<file path="config.mk">
export PLATFORM = sky130hd
export DESIGN_NAME = latch_wr_sequencer
export DESIGN_NICKNAME = d
export VERILOG_FILES = /design/src/rtl/latch_wr_sequencer.sv
export SDC_FILE = /design/constraint.sdc
export NUM_CORES = 1
export LEC_CHECK = 0
export ABC_CLOCK_PERIOD_IN_PS = 5200
export CORE_AREA = 2 2 63 65
export CTS_BUF_LIST = sky130_fd_sc_hd__clkbuf_4
export DETAILED_ROUTE_END_ITERATION = 8
export DIE_AREA = 0 0 65 67
export GPL_TIMING_DRIVEN = 0
export PLACE_DENSITY_LB_ADDON = 0.2
export SETUP_SLACK_MARGIN = 0.5
export SYNTH_ARGS = -nofsm -noshare
export SYNTH_HDL_FRONTEND = slang
export SYNTH_SLANG_ARGS = --single-unit
</file>
<file path="constraint.sdc">
create_clock -name clk -period 5.2 [get_ports clk]
set_clock_uncertainty 0.1 [all_clocks]
set_input_delay 0.52 -clock clk [delete_from_list [all_inputs] [get_ports clk]]
set_output_delay 0.52 -clock clk [all_outputs]
set_load 0.01 [all_outputs]
</file>
<file path="src/rtl/latch_wr_sequencer.sv">
// Clocked writer for a bank of level-sensitive latch words: sequences data setup,
// strobe pulse and data hold so latch inputs never move while a latch is open.
//
// state    | meaning
// ---------+----------------------------------------------------------------
// S_IDLE   | req_ready high, waiting for a request
// S_SETUP  | lat_d driven, all strobes inactive, SETUP cycles
// S_STROBE | selected en/clr/pre strobe active, PULSE cycles
// S_HOLD   | strobes inactive, lat_d held, HOLD cycles; done on the last one
module latch_wr_sequencer #(
  parameter int WIDTH  = 8,
  parameter int DEPTH  = 4,
  parameter int SETUP  = 1,
  parameter int PULSE  = 1,
  parameter int HOLD   = 1,
  parameter bit EN_POL = 1'b1,
  localparam int AW    = (DEPTH > 1) ? $clog2(DEPTH) : 1
) (
  input  logic             clk,
  input  logic             rst_n,
  input  logic             req_valid,
  output logic             req_ready,
  input  logic [1:0]       req_op,
  input  logic [AW-1:0]    req_addr,
  input  logic [WIDTH-1:0] req_data,
  output logic [WIDTH-1:0] lat_d,
  output logic [DEPTH-1:0] lat_en,
  output logic [DEPTH-1:0] lat_clr,
  output logic [DEPTH-1:0] lat_pre,
  output logic             done,
  output logic             err
);

  if (WIDTH < 1 || DEPTH < 1 || SETUP < 0 || SETUP > 15 || PULSE < 1 || PULSE > 15 ||
      HOLD < 0 || HOLD > 15) begin : g_bad_params
    $error("latch_wr_sequencer: parameter out of range");
  end

  typedef enum logic [1:0] {S_IDLE, S_SETUP, S_STROBE, S_HOLD} state_t;

  localparam logic [DEPTH-1:0] EN_OFF   = {DEPTH{~EN_POL}};
  localparam logic [3:0]       SETUP_LD = 4'(SETUP - 1);
  localparam logic [3:0]       PULSE_LD = 4'(PULSE - 1);
  localparam logic [3:0]       HOLD_LD  = 4'(HOLD - 1);
  localparam bit               DONE_AT_ENTRY = (PULSE == 1) && (HOLD == 0);

  state_t          state;
  logic [3:0]      cnt;
  logic [1:0]      op_q;
  logic [AW-1:0]   addr_q;

  logic [1:0]       op_sel;
  logic [AW-1:0]    addr_sel;
  logic             oor_sel;
  logic [DEPTH-1:0] hit, en_act, clr_act, pre_act;

  // In IDLE the strobe pattern is decoded from the live request so that a
  // zero-length setup can assert the strobe on the cycle right after acceptance.
  always_comb begin
    op_sel   = (state == S_IDLE) ? req_op : op_q;
    addr_sel = (state == S_IDLE) ? req_addr : addr_q;
    oor_sel  = (op_sel != 2'b11) && (32'(addr_sel) >= DEPTH);
    hit      = '0;
    for (int i = 0; i < DEPTH; i++) hit[i] = (addr_sel == AW'(i)) && !oor_sel;
    en_act   = EN_OFF;
    clr_act  = '0;
    pre_act  = '0;
    case (op_sel)
      2'b00:   en_act  = EN_OFF ^ hit;
      2'b01:   clr_act = hit;
      2'b10:   pre_act = hit;
      default: clr_act = '1;
    endcase
  end

  always_ff @(posedge clk or negedge rst_n) begin
    if (!rst_n) begin
      state     <= S_IDLE;
      cnt       <= '0;
      op_q      <= '0;
      addr_q    <= '0;
      lat_d     <= '0;
      lat_en    <= EN_OFF;
      lat_clr   <= '0;
      lat_pre   <= '0;
      done      <= 1'b0;
      err       <= 1'b0;
      req_ready <= 1'b1;
    end else begin
      done <= 1'b0;
      err  <= 1'b0;
      case (state)
        S_IDLE: begin
          if (req_valid && req_ready) begin
            op_q      <= req_op;
            addr_q    <= req_addr;
            req_ready <= 1'b0;
            if (req_op == 2'b00) lat_d <= req_data;
            if (SETUP > 0) begin
              state <= S_SETUP;
              cnt   <= SETUP_LD;
            end else begin
              state   <= S_STROBE;
              cnt     <= PULSE_LD;
              lat_en  <= en_act;
              lat_clr <= clr_act;
              lat_pre <= pre_act;
              if (DONE_AT_ENTRY) begin
                done <= 1'b1;
                err  <= oor_sel;
              end
            end
          end
        end
        S_SETUP: begin
          if (cnt == 4'd0) begin
            state   <= S_STROBE;
            cnt     <= PULSE_LD;
            lat_en  <= en_act;
            lat_clr <= clr_act;
            lat_pre <= pre_act;
            if (DONE_AT_ENTRY) begin
              done <= 1'b1;
              err  <= oor_sel;
            end
          end else begin
            cnt <= cnt - 4'd1;
          end
        end
        S_STROBE: begin
          if (cnt == 4'd0) begin
            lat_en  <= EN_OFF;
            lat_clr <= '0;
            lat_pre <= '0;
            if (HOLD > 0) begin
              state <= S_HOLD;
              cnt   <= HOLD_LD;
              if (HOLD == 1) begin
                done <= 1'b1;
                err  <= oor_sel;
              end
            end else begin
              state     <= S_IDLE;
              req_ready <= 1'b1;
            end
          end else begin
            cnt <= cnt - 4'd1;
            // With no hold phase, done lands on the final strobe cycle.
            if (HOLD == 0 && cnt == 4'd1) begin
              done <= 1'b1;
              err  <= oor_sel;
            end
          end
        end
        default: begin
          if (cnt == 4'd0) begin
            state     <= S_IDLE;
            req_ready <= 1'b1;
          end else begin
            cnt <= cnt - 4'd1;
            if (cnt == 4'd1) begin
              done <= 1'b1;
              err  <= oor_sel;
            end
          end
        end
      endcase
    end
  end

endmodule

</file>
==> key figures, run 1 <==
Synth
  – Yosys Warn Count: 0
  – Synthesized instance count: 140
  – Syn Std Cell Area: 1620 sq um
  – Syn Area/Cell: 11.5 sq um
  – Synth Flop Type: dfrtp_1
  – Syn nets: 161
  – Library cells used by synthesis: 44
  – Seq cells post-synth: 32
  – Register area share after synthesis: 0.496
  – EDFF count, synth: 0
  – Synth async-reset ratio: 1.00

Place
  – I/O Buffers: 36
  – Gpl congestion: 0.888
  – Pre-CTS setup slack: between 2 and 3 ns
  – Post-Place Cells: 224
  – Hpwl dp: 2.50 mm

Cells and area
  – P&R area growth vs syn: 28.9%
  – Share of cells above drive strength 1: 0.125
  – # diodes: 0
  – Non-filler cells, final: 232
  – Final nets: 204

Run
  – Max Cap Viol: 0

Clock tree
  – Clock slew at reported path FFs: 0.11 ns
  – Post-CTS Hold Buffers: 0
  – Clk buf depth: 2
  – Post-CTS setup buffer count: 0
  – CTS H-tree depth: 2
  – CTS tree: done
  – Worst-skew pair later-pin latency: 0.33 ns
  – CTS sink count: 32
  – TritonCTS Buffers: 5
  – CTS root buf: clkbuf_4
  – Post-CTS sizing: 0

Routing
  – Via Count: 1247
  – Wire length per cell: 14.3 um
  – Final wirelength: 3.31 mm
  – Vias per cell: about 5.4
  – First drt pass iteration count: 4
  – Drt drc: 0
  – Final antenna-violating net count: 0
  – Drt first-iter violations: 34

STA
  – Max-slew headroom: 0.536
  – Worst Max-Slew Pin Slew: 0.696 ns
  – Final worst path period need: 2.09 ns
  – Final setup vio count: 0
  – Worst Slack Setup Final: between 3 and 4 ns
  – Fmax: 478 MHz
  – Crit share post-route: 0.403
  – Final hold vios: 0
  – Hold slack: 0.120 ns
  – RSZ-0062 raised after global routing: false
  – Pins over their slew limit: 0
  – Setup_tns: 0 ns

Worst setup path
  – Worst path max stage delay: 0.59 ns
  – Stages on worst setup path: 1
  – CP required: between 4 and 5 ns
  – WS Path Type: register to output port
  – Critical path's slowest cell: dfstp_2
  – Crit path buf inv count: 1
  – Worst Path Max Fanout: 6
  – Delay-heaviest family, CP: flip-flops
  – Critical-path cell list: clkdlybuf4s50_1
  – Reg2reg path depth: 6
  – Worst EP arrival: ~1.5 ns
  – Crit path capture type: output port
  – CP startpoint kind: register

Floorplan
  – Die ar.: 4360 sq um
  – Area of the core: roughly 3600 sq um
  – Number of I/O pins: 38
  – Die X: between 60 and 70 um
  – Placement Rows: 22
  – Starting Density: 0.448
  – Die Ht: 67 um

GRT
  – Initial antenna violation count: 0
  – Grt ovf: 0
  – First-pass GRT wire length: 5.55 mm
  – Largest net degree at the start of global routing: 33
  – Vias in the first global route: 1207
  – Total track usage: 0.170

Pwr
  – Maximum vdd drop: 231 uV
  – Power, Total: ~1.1 mW
  – Internal power: 0.682 mW
  – Psw: 0.439 mW
  – Clock share of power: 0.121
  – Combinational share of power: 0.521
  – Pwr Density: 538 nW/um^2
  – Leak pwr: 0.885 nW
  – Switching part of the total: 0.392
  – Register share of total power: 0.358

Run status
  – Status: complete, no violations

Min path
  – Hold crit path type: primary input to asynchronous set/reset pin
## cells in the final DEF, fill, tap and decap left out, drive strengths merged, types with 2 or more instances in the layout
cell type,n
mux2i,4
inv,8
o31ai,8
nor3b,3
nor3,2
clkdlybuf4s50,35
o21ai,14
mux2,13
clkinv,3
or3b,2
dfrtp,31
nand3b,3
a32o,2
clkbuf,6
or3,2
a22o,4
nor2,8
a21oi,3
ha,6
nand3,2
buf,6
## power by group through the flow
stage / sequential (mW) / combinational (mW) / clock, mW
global route: 0.415 / 0.642 / 0.156
finish: 0.401 / 0.584 / 0.135
global placement: 0.399 / 0.575 / 0
detailed placement: 0.408 / 0.585 / 0
CTS: 0.403 / 0.590 / 0.142
floorplan: 0.431 / 0.325 / 0
## cells in the mapped netlist, types with 3 or more instances
cell / n / area share
o31ai_1: 8 / 0.037
inv_1: 8 / 0.019
o21ai_0: 13 / 0.040
nand3b_1: 3 / 0.014
dfrtp_1: 31 / 0.48
mux2_1: 8 / 0.056
ha_1: 6 / 0.046
a21oi_1: 3 / 0.0093
a22o_1: 4 / 0.022
mux2_2: 5 / 0.035
mux2i_1: 4 / 0.025
nor2_1: 8 / 0.019
## cell type report
cell class                 instances  area, sq um
inverter                           8         30.0
clock inverter                     3         13.8
tap                               48         60.1
fill                             316         1520
timing repair buffer              36          355
buffer                             6         40.0
clock buffer                       5         37.5
multi-input combinational         94          744
sequential                        32          802
## layer usage
metal  part of all wire  vias to the layer above  track usage
li1                   -                      605            -
met1               0.47                      604        0.215
met2               0.47                       32        0.273
met3              0.055                        6       0.0541
met4              0.013                        0       0.0559
met5                  0                        -            0
## worst paths after layout
| check | start | end | slack [ns] |
|---|---|---|---|
| max in group asynchronous | rst_n | op_q[1]$_DFFE_PN0P_ | 4.43 |
| max | req_ready$_DFFE_PN1P_ | req_ready | 3.11 |
| max reg2reg | cnt[1]$_DFFE_PN0P_ | lat_pre[0]$_DFFE_PN0P_ | 3.15 |
| min reg2reg | lat_d[2]$_DFFE_PN0P_ | lat_d[2]$_DFFE_PN0P_ | 0.40 |
| min in group clk | lat_d[2]$_DFFE_PN0P_ | lat_d[2]$_DFFE_PN0P_ | 0.40 |
| min | rst_n | lat_d[6]$_DFFE_PN0P_ | 0.12 |
## per-stage QoR
stage | utilization | instance area, sq um
after global routing | 0.578 | 2080
final | 0.578 | 2080
after CTS | 0.578 | 2080
after floorplan | - | 1620
after global placement | 0.565 | 2040
after detailed placement | 0.563 | 2030
## kinds of logic after synthesis
kind of cell             synth area share
AO/OA/AOI/OAI                       0.178
adder cells (fa/ha/maj)            0.0464
buffers and inverters              0.0433
flip-flops                          0.496
multiplexers                        0.115
other                             0.00232
AND/OR/NAND/NOR                     0.118
## flip-flops by register name, summed over array words and instances (netlist names)
signal and count:
lat_pre 4, req_ready 1, lat_clr 4, cnt 4, done 1, op_q 2, addr_q 2, lat_d 8
state 2, lat_en 4
Note: power is estimated with default switching activity, not from simulation.
==> inputs of run 2 (changes only) <==
Settings changed: ABC_CLOCK_PERIOD_IN_PS 5200 to 1930.
Clock period 5.2 ns to 1.93 ns, I/O delays scaled along.
==> key figures, run 2 (same netlist as run 1, synthesis figures left out) <==
Run status
  – Status: complete, no violations (unchanged)

Cells and area
  – Max FFs per register: 8 (unchanged)
  – Commonest non-fill, non-tap cells in the layout: dfrtp_1 (31), dlygate4sd2_1 (21), buf_4 (14) (was clkdlybuf4s50_1 (35), dfrtp_1 (31), o21ai_0 (13))
  – Most common cell after layout, fill and taps aside: dfrtp_1 (was clkdlybuf4s50_1)
  – # diodes: 0 (unchanged)
  – Most flops, register: lat_d (unchanged)
  – P&R area growth vs syn: 60.5% (was 28.9%)
  – Share of cells above drive strength 1: 0.420 (was 0.125)
  – Final core utilization: 0.720 (was 0.578)
  – Final nets: 226 (was 204)

Clock tree
  – CTS tree: done (unchanged)
  – Clock slew at reported path FFs: 0.10 ns (was 0.11 ns)
  – CTS sink count: 32 (unchanged)
  – CTS root buf: clkbuf_4 (unchanged)
  – Clk buf depth: 2 (unchanged)
  – TritonCTS Buffers: 5 (unchanged)
  – Worst-skew pair later-pin latency: 0.33 ns (about the same)
  – CTS H-tree depth: 2 (unchanged)

Floorplan
  – Die X: 65 um (unchanged)
  – Area of the core: 3610 sq um (unchanged)
  – Die Ht: 67 um (unchanged)
  – Die ar.: 4360 sq um (unchanged)
  – Starting Density: 0.448 (unchanged)
  – Number of I/O pins: 38 (unchanged)
  – Placement Rows: 22 (unchanged)

Routing
  – Wire length per cell: 15.5 um (was 14.3 um)
  – Vias per cell: 5.39 (was 5.38)
  – First drt pass iteration count: 4 (unchanged)
  – Final wirelength: 3.93 mm (was 3.31 mm)
  – Final antenna-violating net count: 0 (unchanged)
  – Drt first-iter violations: 33 (was 34)
  – Via Count: 1364 (was 1247)
  – Drt drc: 0 (unchanged)

Worst setup path
  – Crit path capture type: register (was output port)
  – Critical path's slowest cell: dfrtp_1 (was dfstp_2)
  – Crit path buf inv count: 3 (was 1)
  – WS Path Type: register to register (was register to output port)
  – Worst EP arrival: 1.91 ns (was 1.47 ns)
  – CP required: 2.04 ns (was 4.58 ns)
  – Delay-heaviest family, CP: flip-flops (unchanged)
  – CP startpoint kind: register (unchanged)
  – Worst path max stage delay: 0.41 ns (was 0.59 ns)
  – Critical-path cell list: inv_2 -> ha_4 -> buf_8 -> nand3_4 -> or3_1 -> buf_6 -> mux2_4 (was clkdlybuf4s50_1)
  – Worst Path Max Fanout: 8 (was 6)

STA
  – Worst Max-Slew Pin Slew: 0.698 ns (was 0.696 ns)
  – Crit share post-route: 0.935
  – Final hold vios: 0 (unchanged)
  – Fmax: 554 MHz
  – Pins over their slew limit: 0 (unchanged)
  – Setup_tns: 0 ns (unchanged)
  – Final setup vio count: 0 (unchanged)
  – Max-slew headroom: 0.535 (was 0.536)
  – Final worst path period need: between 1.5 and 2 ns
  – Hold slack: 0.330 ns (was 0.120 ns)
  – RSZ-0062 raised after global routing: true (was false)
  – Worst Slack Setup Final: 0.126 ns (was 3.11 ns)

Pwr
  – Power, Total: 3.80 mW (was 1.12 mW)
  – Pwr Density: 1460 nW/um^2 (was 538 nW/um^2)
  – Leak pwr: 1.16 nW (was 0.885 nW)
  – Maximum vdd drop: 842 uV (was 231 uV)

GRT
  – Largest net degree at the start of global routing: 33 (unchanged)
  – Total track usage: 0.194 (was 0.170)
  – Vias in the first global route: 1327 (was 1207)
  – Initial antenna violation count: 0 (unchanged)
  – Grt ovf: 0 (unchanged)
  – First-pass GRT wire length: 6.27 mm (was 5.55 mm)

Place
  – Pre-CTS setup slack: -0.0696 ns (was 2.90 ns)
  – I/O Buffers: 36 (unchanged)
  – Hpwl dp: 2.48 mm (was 2.50 mm)
  – Gpl congestion: 0.804 (was 0.888)

Min path
  – Hold crit path type: primary input to asynchronous set/reset pin (unchanged)

Run
  – Max Cap Viol: 0 (unchanged)
[run 2: cell type report]
cell class	instances	area, sq um
multi-input cells	94	1050
well taps	48	60.1
repair buffers	58	537
fillers	266	1010
inverters	8	30.0
plain buffers	6	73.8
clock inverters	2	7.51
flip-flops and latches	32	802
clock buffers	5	37.5
[run 2: per-layer routing]
metal / global-route usage / wire (um) / part of all wire
met3: 0.0524 / 170 / 0.043
met1: 0.226 / 1610 / 0.41
met5: 0 / 0 / 0
met2: 0.338 / 2090 / 0.53
met4: 0.0798 / 62 / 0.016
[run 2: path summary, 6_finish.rpt]
check,slack (ns),to,depth (start not counted),startpoint
worst min register to register,0.39,lat_d[2]$_DFFE_PN0P_,1,lat_d[2]$_DFFE_PN0P_
max in group asynchronous,0.93,cnt[1]$_DFFE_PN0P_,2,rst_n
worst max-delay path,0.13,lat_d[0]$_DFFE_PN0P_,7,state[1]$_DFFE_PN0P_
worst min-delay path,0.33,lat_d[4]$_DFFE_PN0P_,2,rst_n
worst max register to register,0.13,lat_d[0]$_DFFE_PN0P_,7,state[1]$_DFFE_PN0P_
min in group clk,0.34,lat_d[4]$_DFFE_PN0P_,2,req_data[4]
[run 2: timing repair]
| action | in CTS | in global routing |
|---|---|---|
| endpoints found under the setup margin | 85 | 33 |
| pin swaps | 12 | 25 |
| resized for setup | 60 | 40 |
| endpoints found under the hold margin | 0 | 31 |
| buffers inserted | 16 | 5 |
| hold buffers | 0 | 1 |
[run 2: metrics by stage]
| step | area, sq um | std cells |
|---|---|---|
| 6_report | 2590 | 253 |
| 3_5_place_dp | 2100 | 224 |
| 4_1_cts | 2370 | 247 |
| 5_1_grt | 2590 | 253 |
| 3_3_place_gp | 2100 | 224 |
| 2_1_floorplan | 1680 | 140 |
[run 2: report_power, final]
group / internal (mW) / switching (mW) / leakage [nW]
registers: 0.924 / 0.188 / 0.412
clock network: 0.127 / 0.212 / 0.0261
logic: 1.20 / 1.15 / 0.727
total: 2.25 / 1.55 / 1.16
==> inputs of run 3 (changes only) <==
Settings changed: ABC_AREA set to 0.
==> results of run 3 <==
Same layout as run 2: the final DEF is identical, and so are final timing and power.
